===== src/rtl/wb_arb2.sv =====
// Two-master Wiberbone arbiter for one shared slave. Round-robin on ties,
// bus lock while the owner holds cyc, and a slave-ack watchdog per grant.
module wb_arb2 #(
    parameter int unsigned TIMEOUT = 255
) (
    input  logic        clk,
    input  logic        reset,

    input  logic        m0_cyc_i,
    input  logic        m0_stb_i,
    input  logic        m0_we_i,
    input  logic [31:0] m0_adr_i,
    input  logic [3:0]  m0_sel_i,
    input  logic [31:0] m0_dat_i,
    output logic [31:0] m0_dat_o,
    output logic        m0_ack_o,
    output logic        m0_err_o,

    input  logic        m1_cyc_i,
    input  logic        m1_stb_i,
    input  logic        m1_we_i,
    input  logic [31:0] m1_adr_i,
    input  logic [3:0]  m1_sel_i,
    input  logic [31:0] m1_dat_i,
    output logic [31:0] m1_dat_o,
    output logic        m1_ack_o,
    output logic        m1_err_o,

    output logic        s_cyc_o,
    output logic        s_stb_o,
    output logic        s_we_o,
    output logic [31:0] s_adr_o,
    output logic [3:0]  s_sel_o,
    output logic [31:0] s_dat_o,
    input  logic [31:0] s_dat_i,
    input  logic        s_ack_i,

    output logic [1:0]  gnt_o
);

    typedef enum logic [1:0] {
        IDLE = 2'd0,
        GNT0 = 2'd1,
        GNT1 = 2'd2
    } state_t;

    localparam logic [7:0] TO_LAST = 8'(TIMEOUT - 1);

    state_t      state_q, state_d;
    logic        last_q, last_d;
    logic [7:0]  cnt_q, cnt_d;
    logic [1:0]  gnt_q, gnt_d;
    logic        own_stb_s;
    logic        timeout_s;

    // Strobe of whichever master currently owns the bus, and watchdog expiry.
    always_comb begin
        own_stb_s = 1'b0;
        case (state_q)
            GNT0:    own_stb_s = m0_stb_i;
            GNT1:    own_stb_s = m1_stb_i;
            default: own_stb_s = 1'b0;
        endcase
        timeout_s = (state_q != IDLE) && own_stb_s && !s_ack_i && (cnt_q == TO_LAST);
    end

    // Next-state, last-granted, watchdog and grant computation.
    always_comb begin
        state_d = state_q;
        last_d  = last_q;
        cnt_d   = 8'd0;
        gnt_d   = 2'b00;
        case (state_q)
            IDLE: begin
                if (m0_cyc_i && m1_cyc_i) begin
                    state_d = last_q ? GNT0 : GNT1;
                end else if (m0_cyc_i) begin
                    state_d = GNT0;
                end else if (m1_cyc_i) begin
                    state_d = GNT1;
                end else begin
                    state_d = IDLE;
                end
            end
            GNT0: begin
                if (timeout_s) begin
                    state_d = IDLE;
                end else if (m0_cyc_i) begin
                    state_d = GNT0;
                end else if (m1_cyc_i) begin
                    state_d = GNT1;
                end else begin
                    state_d = IDLE;
                end
            end
            GNT1: begin
                if (timeout_s) begin
                    state_d = IDLE;
                end else if (m1_cyc_i) begin
                    state_d = GNT1;
                end else if (m0_cyc_i) begin
                    state_d = GNT0;
                end else begin
                    state_d = IDLE;
                end
            end
            default: state_d = IDLE;
        endcase

        // The counter only runs while the same grant persists with an unanswered strobe.
        if ((state_q != IDLE) && own_stb_s && !s_ack_i && (state_d == state_q)) begin
            cnt_d = cnt_q + 8'd1;
        end else begin
            cnt_d = 8'd0;
        end

        if ((state_d == GNT0) && (state_q != GNT0)) begin
            last_d = 1'b0;
        end else if ((state_d == GNT1) && (state_q != GNT1)) begin
            last_d = 1'b1;
        end else begin
            last_d = last_q;
        end

        case (state_d)
            GNT0:    gnt_d = 2'b01;
            GNT1:    gnt_d = 2'b10;
            default: gnt_d = 2'b00;
        endcase
    end

    // State registers with synchronous reset; last=1 lets m0 win the first tie.
    always_ff @(posedge clk) begin
        if (reset) begin
            state_q <= IDLE;
            last_q  <= 1'b1;
            cnt_q   <= 8'd0;
            gnt_q   <= 2'b00;
        end else begin
            state_q <= state_d;
            last_q  <= last_d;
            cnt_q   <= cnt_d;
            gnt_q   <= gnt_d;
        end
    end

    // Combinational steering of the owner's bus to the slave and responses back.
    always_comb begin
        s_cyc_o  = 1'b0;
        s_stb_o  = 1'b0;
        s_we_o   = 1'b0;
        s_adr_o  = 32'd0;
        s_sel_o  = 4'd0;
        s_dat_o  = 32'd0;
        m0_dat_o = 32'd0;
        m0_ack_o = 1'b0;
        m0_err_o = 1'b0;
        m1_dat_o = 32'd0;
        m1_ack_o = 1'b0;
        m1_err_o = 1'b0;
        case (state_q)
            GNT0: begin
                s_cyc_o  = m0_cyc_i;
                s_stb_o  = m0_stb_i;
                s_we_o   = m0_we_i;
                s_adr_o  = m0_adr_i;
                s_sel_o  = m0_sel_i;
                s_dat_o  = m0_dat_i;
                m0_dat_o = s_dat_i;
                m0_ack_o = s_ack_i;
                m0_err_o = timeout_s;
            end
            GNT1: begin
                s_cyc_o  = m1_cyc_i;
                s_stb_o  = m1_stb_i;
                s_we_o   = m1_we_i;
                s_adr_o  = m1_adr_i;
                s_sel_o  = m1_sel_i;
                s_dat_o  = m1_dat_i;
                m1_dat_o = s_dat_i;
                m1_ack_o = s_ack_i;
                m1_err_o = timeout_s;
            end
            default: begin
                s_cyc_o = 1'b0;
            end
        endcase
    end

    assign gnt_o = gnt_q;

endmodule

===== config.mk =====
export PLATFORM = sky130hd
export DESIGN_NAME = wb_arb2
export DESIGN_NICKNAME = d
export VERILOG_FILES = /design/src/rtl/wb_arb2.sv
export SDC_FILE = /design/constraint.sdc
export NUM_CORES = 1
export LEC_CHECK = 0
export ABC_AREA = 1
export CORE_AREA = 5 5 121 123
export DETAILED_ROUTE_END_ITERATION = 10
export DIE_AREA = 0 0 126 128
export MAX_ROUTING_LAYER = met4
export PLACE_DENSITY = 0.67
export SLEW_MARGIN = 30
export SYNTH_ARGS = -nofsm -noshare
export SYNTH_HDL_FRONTEND = slang
export SYNTH_SLANG_ARGS = --single-unit

===== constraint.sdc =====
create_clock -name clk -period 2.1 [get_ports clk]
set_input_delay 0.315 -clock clk [delete_from_list [all_inputs] [get_ports clk]]
set_output_delay 0.315 -clock clk [all_outputs]
set_load 0.05 [all_outputs]

* Yosys cells after proc, flatten, opt, wreduce, memory -nomap -nowiden
Index checks and enable logic that the tools add are counted.
** Word-level totals
- Memory bits (read-only) :: 0
- Logic and storage cells :: 50
- Bits of input ports :: 177
- Register bits :: 13
- RAM bits :: 0
- Output and inout bits :: 141
- Memories :: 0
- Latch bits :: 0
** Operators by class
- Shift operators :: 0
- Multipliers :: 0
- Order comparisons :: 0
- $add $sub $neg :: 1
- Multiplexer cells :: 24
- Equality and inequality tests :: 8
- Bitwise gates (word level) :: 1
- Div/mod/pow operators :: 0
- Reduce and logical (&&, ||, !) cells :: 12
** Operators by type and width (count)
- case mux 32 bit (2 select lines) :: 2
- 2-to-1 mux 32 bit :: 2
- 2-to-1 mux 2 bit :: 7
- adder 8 x 1 -> 8 bit (second input constant) :: 1
- == test 8 bit (second input constant) :: 1
- case mux 4 bit (2 select lines) :: 1
- logical AND 1 bit :: 7
- 2-to-1 mux 1 bit :: 7
- case mux 1 bit (2 select lines) :: 3
- case mux 2 bit (3 select lines) :: 1
- == test 2 x 1 -> 1 bit (second input constant) :: 2
- == test 2 bit (second input constant) :: 2
- case mux 2 bit (2 select lines) :: 1
- nonzero test 2 bit :: 2
- == test 2 bit :: 1
- zero test 2 bit :: 1
- != test 2 x 1 -> 1 bit (second input constant) :: 1
- != test 2 bit (second input constant) :: 1
- OR reduction 2 bit :: 1
- zero test 1 bit :: 1
- NOT 1 bit :: 1

* Logic depth before layout (Yosys ltp)
- Depth after elaboration :: 11
- Gate-level depth with buffers :: 13
- Depth with buffers taken out :: 12

* Worst setup path before layout
OpenSTA, ideal clock, no wires.
- Path type :: register -> output
- From :: register state_q[1]
- To :: output s_adr_o[15]
- Cell stages (with the launch flop) :: 8
- Arrival :: 1.995 ns
- Path buffers :: 3
- Data required time :: 1.785 ns
- Setup slack :: -0.210 ns
- Cell sequence :: dfxtp_1 -> inv_1 -> ha_1 -> buf_4 -> clkbuf_1 -> buf_2 -> nand2_1 -> a21oi_1
** Between the ends
- Cells in the longest elaborated chain, start to end :: 2
- Elaborated cells on any way between the ends :: 3
- Classes of those cells :: eq/ne (2); mux (1)
** RTL lines
- start: declaration :: RTL line 49 : state_t state_q, state_d;
- start signal: assignment :: RTL line 140 : state_q <= state_d;
- == test 2 bit / == test 2 x 1 -> 1 bit (equally long branches) :: RTL line 161 : case (state_q)
- case mux 32 bit (2 select lines) * :: RTL line 161
- end: declaration :: RTL line 32 : output logic [31:0] s_adr_o,
Mark *: on every way between the ends. The rest lies on a longest branch, timed or not.

* Final worst setup path
- From :: register state_q[1]
- To :: output s_dat_o[30]
** Between the ends
- Cells in the longest elaborated chain, start to end :: 2
- Elaborated cells on any way between the ends :: 3
- Classes of those cells :: eq/ne (2); mux (1)
** RTL lines
- == test 2 bit / == test 2 x 1 -> 1 bit (equally long branches) :: RTL line 161
- case mux 32 bit (2 select lines) * :: RTL line 161
- end: declaration :: RTL line 34 : output logic [31:0] s_dat_o,
Marked as above.

==> results.toml <==
[placement]
hpwl_microns = 12900
port_buffers = 317
gp_routability_congestion = 0.919

[power_and_ir_drop]
finalPower_mw = 3.39
power.density_mw_per_mm2 = 446
max-vdd-ir-drop_mv = 0.248
p_leak_nw = 3.19

[drt]
routed_wl_microns = 15100
vias_per_cell = 4.20
drtPass1Iterations = 4
postRouteAntennaNets = 0
wl_per_cell_microns = 15.7
drc = 0
first_iter_violations = 166
via_count = 4029

[worst_setup_path]
path_max_fanout = 29
startpoint = "state_q[1]$_SDFF_PP0_"
worst_ep_required_time_ns = 1.78
end_kind = "output port"
crit_chain = "inv_1, buf_4, ha_4, buf_12, buf_16, nand2_1, a21oi_2, buf_12"
crit_type = "reg -> out"
critPathSlowestCell = "dfxtp_1"
cp_data_arrival_time_ns = 1.74
cpPeakStageDelay_ns = 0.30
cp_common_cell = "buf_12"
r2r_start = "state_q[1]$_SDFF_PP0_"
cp-start-kind = "flop"

[cells_and_area]
nets = 963
fin_util_pct = 56.1
n_antenna_cell = 0
syn_to_final_growth_pct = 228
fillers = 1216
drive_gt1_share_pct = 34.0

[timing]
slew_headroom_pct = 65.5
hold_ws_ns = 0.488
rsz0062_at_grt = "yes"
setup_viol = 0
worst_pin_slew_ns = 0.516
finalSetupTns_ns = 0
clock-skew-final_ns = 0.00365
timing.fmax_mhz = 486
fin_crit_ns = 2.06
finalMaxSlewViolations = 0
finalCritPeriodShare_pct = 98.0
hold_viol = 0

[floorplan]
start_util_pct = 17.1
core_area_sq_mm = 0.0136
row_count = 43
dieArea_sq_mm = 0.0161
fp.dieH_microns = 128
die_w_microns = 126
pin_count = 318

[global_routing]
antenna_found_initial = 0
overflow = 0
grt_pass1_wl_microns = 22400
grt_pass1_vias = 4196
grt_usage_pct = 17.6
grt_start_max_net_pins = 59

[logic_synthesis]
synth_edf_count = 0
synth_area_leader_cell = "nand2_1"
yosysTopAreaCellShare_pct = 34.5
synthMostInstantiatedCell = "nand2_1"
synthCells = 467
ys_async_sr_fraction_pct = 0
synth.area.top_cells = "nand2_1, a21oi_1, inv_1"
ys_seq_elements = 13
synth_commonest_cells = "nand2_1, inv_1, a21oi_1, clkbuf_1, dfxtp_1"
synth_seq_area_share_pct = 11.2
ys.flop_type = "dfxtp_1"
ys_types = 25
syn-num-nets = 650
synth_area_sq_mm = 0.00232
avgSynthCellArea_sq_um = 4.96
yosys_warnings = 0

[cts]
clk_pin_slew_ns = 0.04
holdBufCountCts = 0
cts.sinks = 13
cts_tree = "yes"
h-tree-depth = 1
clk_latency_ns = 0.24
clockBufferDepth = 2
cts_root_buf = "clkbuf_16"
tritoncts.num_buffers = 3

[worst_hold_path]
hp-start = "last_q$_SDFFE_PP1P_"
hold_class = "reg -> reg"

[run]
maxCapViolCount = 0

[status]
status = "finished, final reports clean"
cell families (layout without fill, tap and decap cells):
kind of cell,Yosys count,after routing,synth area share [%]
AND/OR/NAND/NOR,259,259,48.5
adder cells (fa/ha/maj),6,6,3.24
buffers and inverters,108,420,18.1
flip-flops,13,13,11.2
XOR/XNOR,6,6,2.27
AO/OA/AOI/OAI,75,75,16.6
sequential cells by signal (all words and copies together), names as in the netlist:
| name | count |
|---|---|
| cnt_q | 8 |
| state_q | 2 |
| gnt_o | 2 |
| last_q | 1 |
path summary, 6_finish.rpt:
path,slack [ns],to,cells after the start
min reg2reg,0.49,last_q$_SDFFE_PP1P_,2
max reg2reg,0.16,cnt_q[5]$_SDFF_PP0_,15
max,0.04,s_dat_o[30],8
min,0.49,last_q$_SDFFE_PP1P_,2
stage by stage:
step	std cells	worst slack (ns)	instance area [sq um]
floorplan	467	-0.139	2520
global placement	951	0.201	7410
detailed placement	951	0.205	7410
CTS	956	-0.00662	7530
global route	959	-0.0304	7610
finish	959	0.0417	7610
per-layer routing:
layer / GRT usage (%) / share of wire (%) / vias to the layer above
met1: 19.3 / 37 / 1800
met4: 2.71 / 1.3 / 0
li1: - / - / 2030
met3: 4.25 / 7.8 / 14
met2: 33.1 / 54 / 185
met5: - / 0 / -
power breakdown:
part | leakage (nW) | switching (mW) | internal, mW | total (mW)
Combinational | 3.04 | 1.50 | 1.26 | 2.76
Sequential | 0.106 | 0.00635 | 0.261 | 0.267
Clock | 0.0409 | 0.110 | 0.254 | 0.363
Total | 3.19 | 1.62 | 1.77 | 3.39
what timing repair did:
action	CTS	global route
setup endpoints to repair	14	59
setup buffers	1	2
cloned	0	1
pin swaps	1	34
gates resized for setup	8	8
layout by cell type (no fill, tap or decap), types with 6 or more instances in the layout:
cell	synthesis	final
nand2_2	10	10
inv_1	75	74
nor2_1	11	9
buf_12	0	143
buf_4	2	15
clkdlybuf4s50_1	0	178
a21oi_2	0	64
nor3_2	8	8
nand3_1	6	6
a21oi_1	71	7
nand2_1	213	213
dfxtp_1	13	13
area by class of cell:
| type | count | area (sq um) | share of cell area [%] |
|---|---|---|---|
| repair buffers | 339 | 4840 | 63.6 |
| clock inverters | 1 | 5.00 | 0.0658 |
| clock buffers | 3 | 75.1 | 0.987 |
| multi-input cells | 346 | 1910 | 25.1 |
| flip-flops and latches | 13 | 260 | 3.42 |
| well taps | 180 | 225 | 2.96 |
| inverters | 77 | 294 | 3.86 |
worst max-delay path, delay by kind of cell (launching register included):
kind | cells | cell delay, ns
buf+inv | 5 | 0.70
flops | 1 | 0.30
compound gates | 1 | 0.19
fa+ha+maj | 1 | 0.17
simple gates | 1 | 0.12
(Power assumes the default switching activity.)
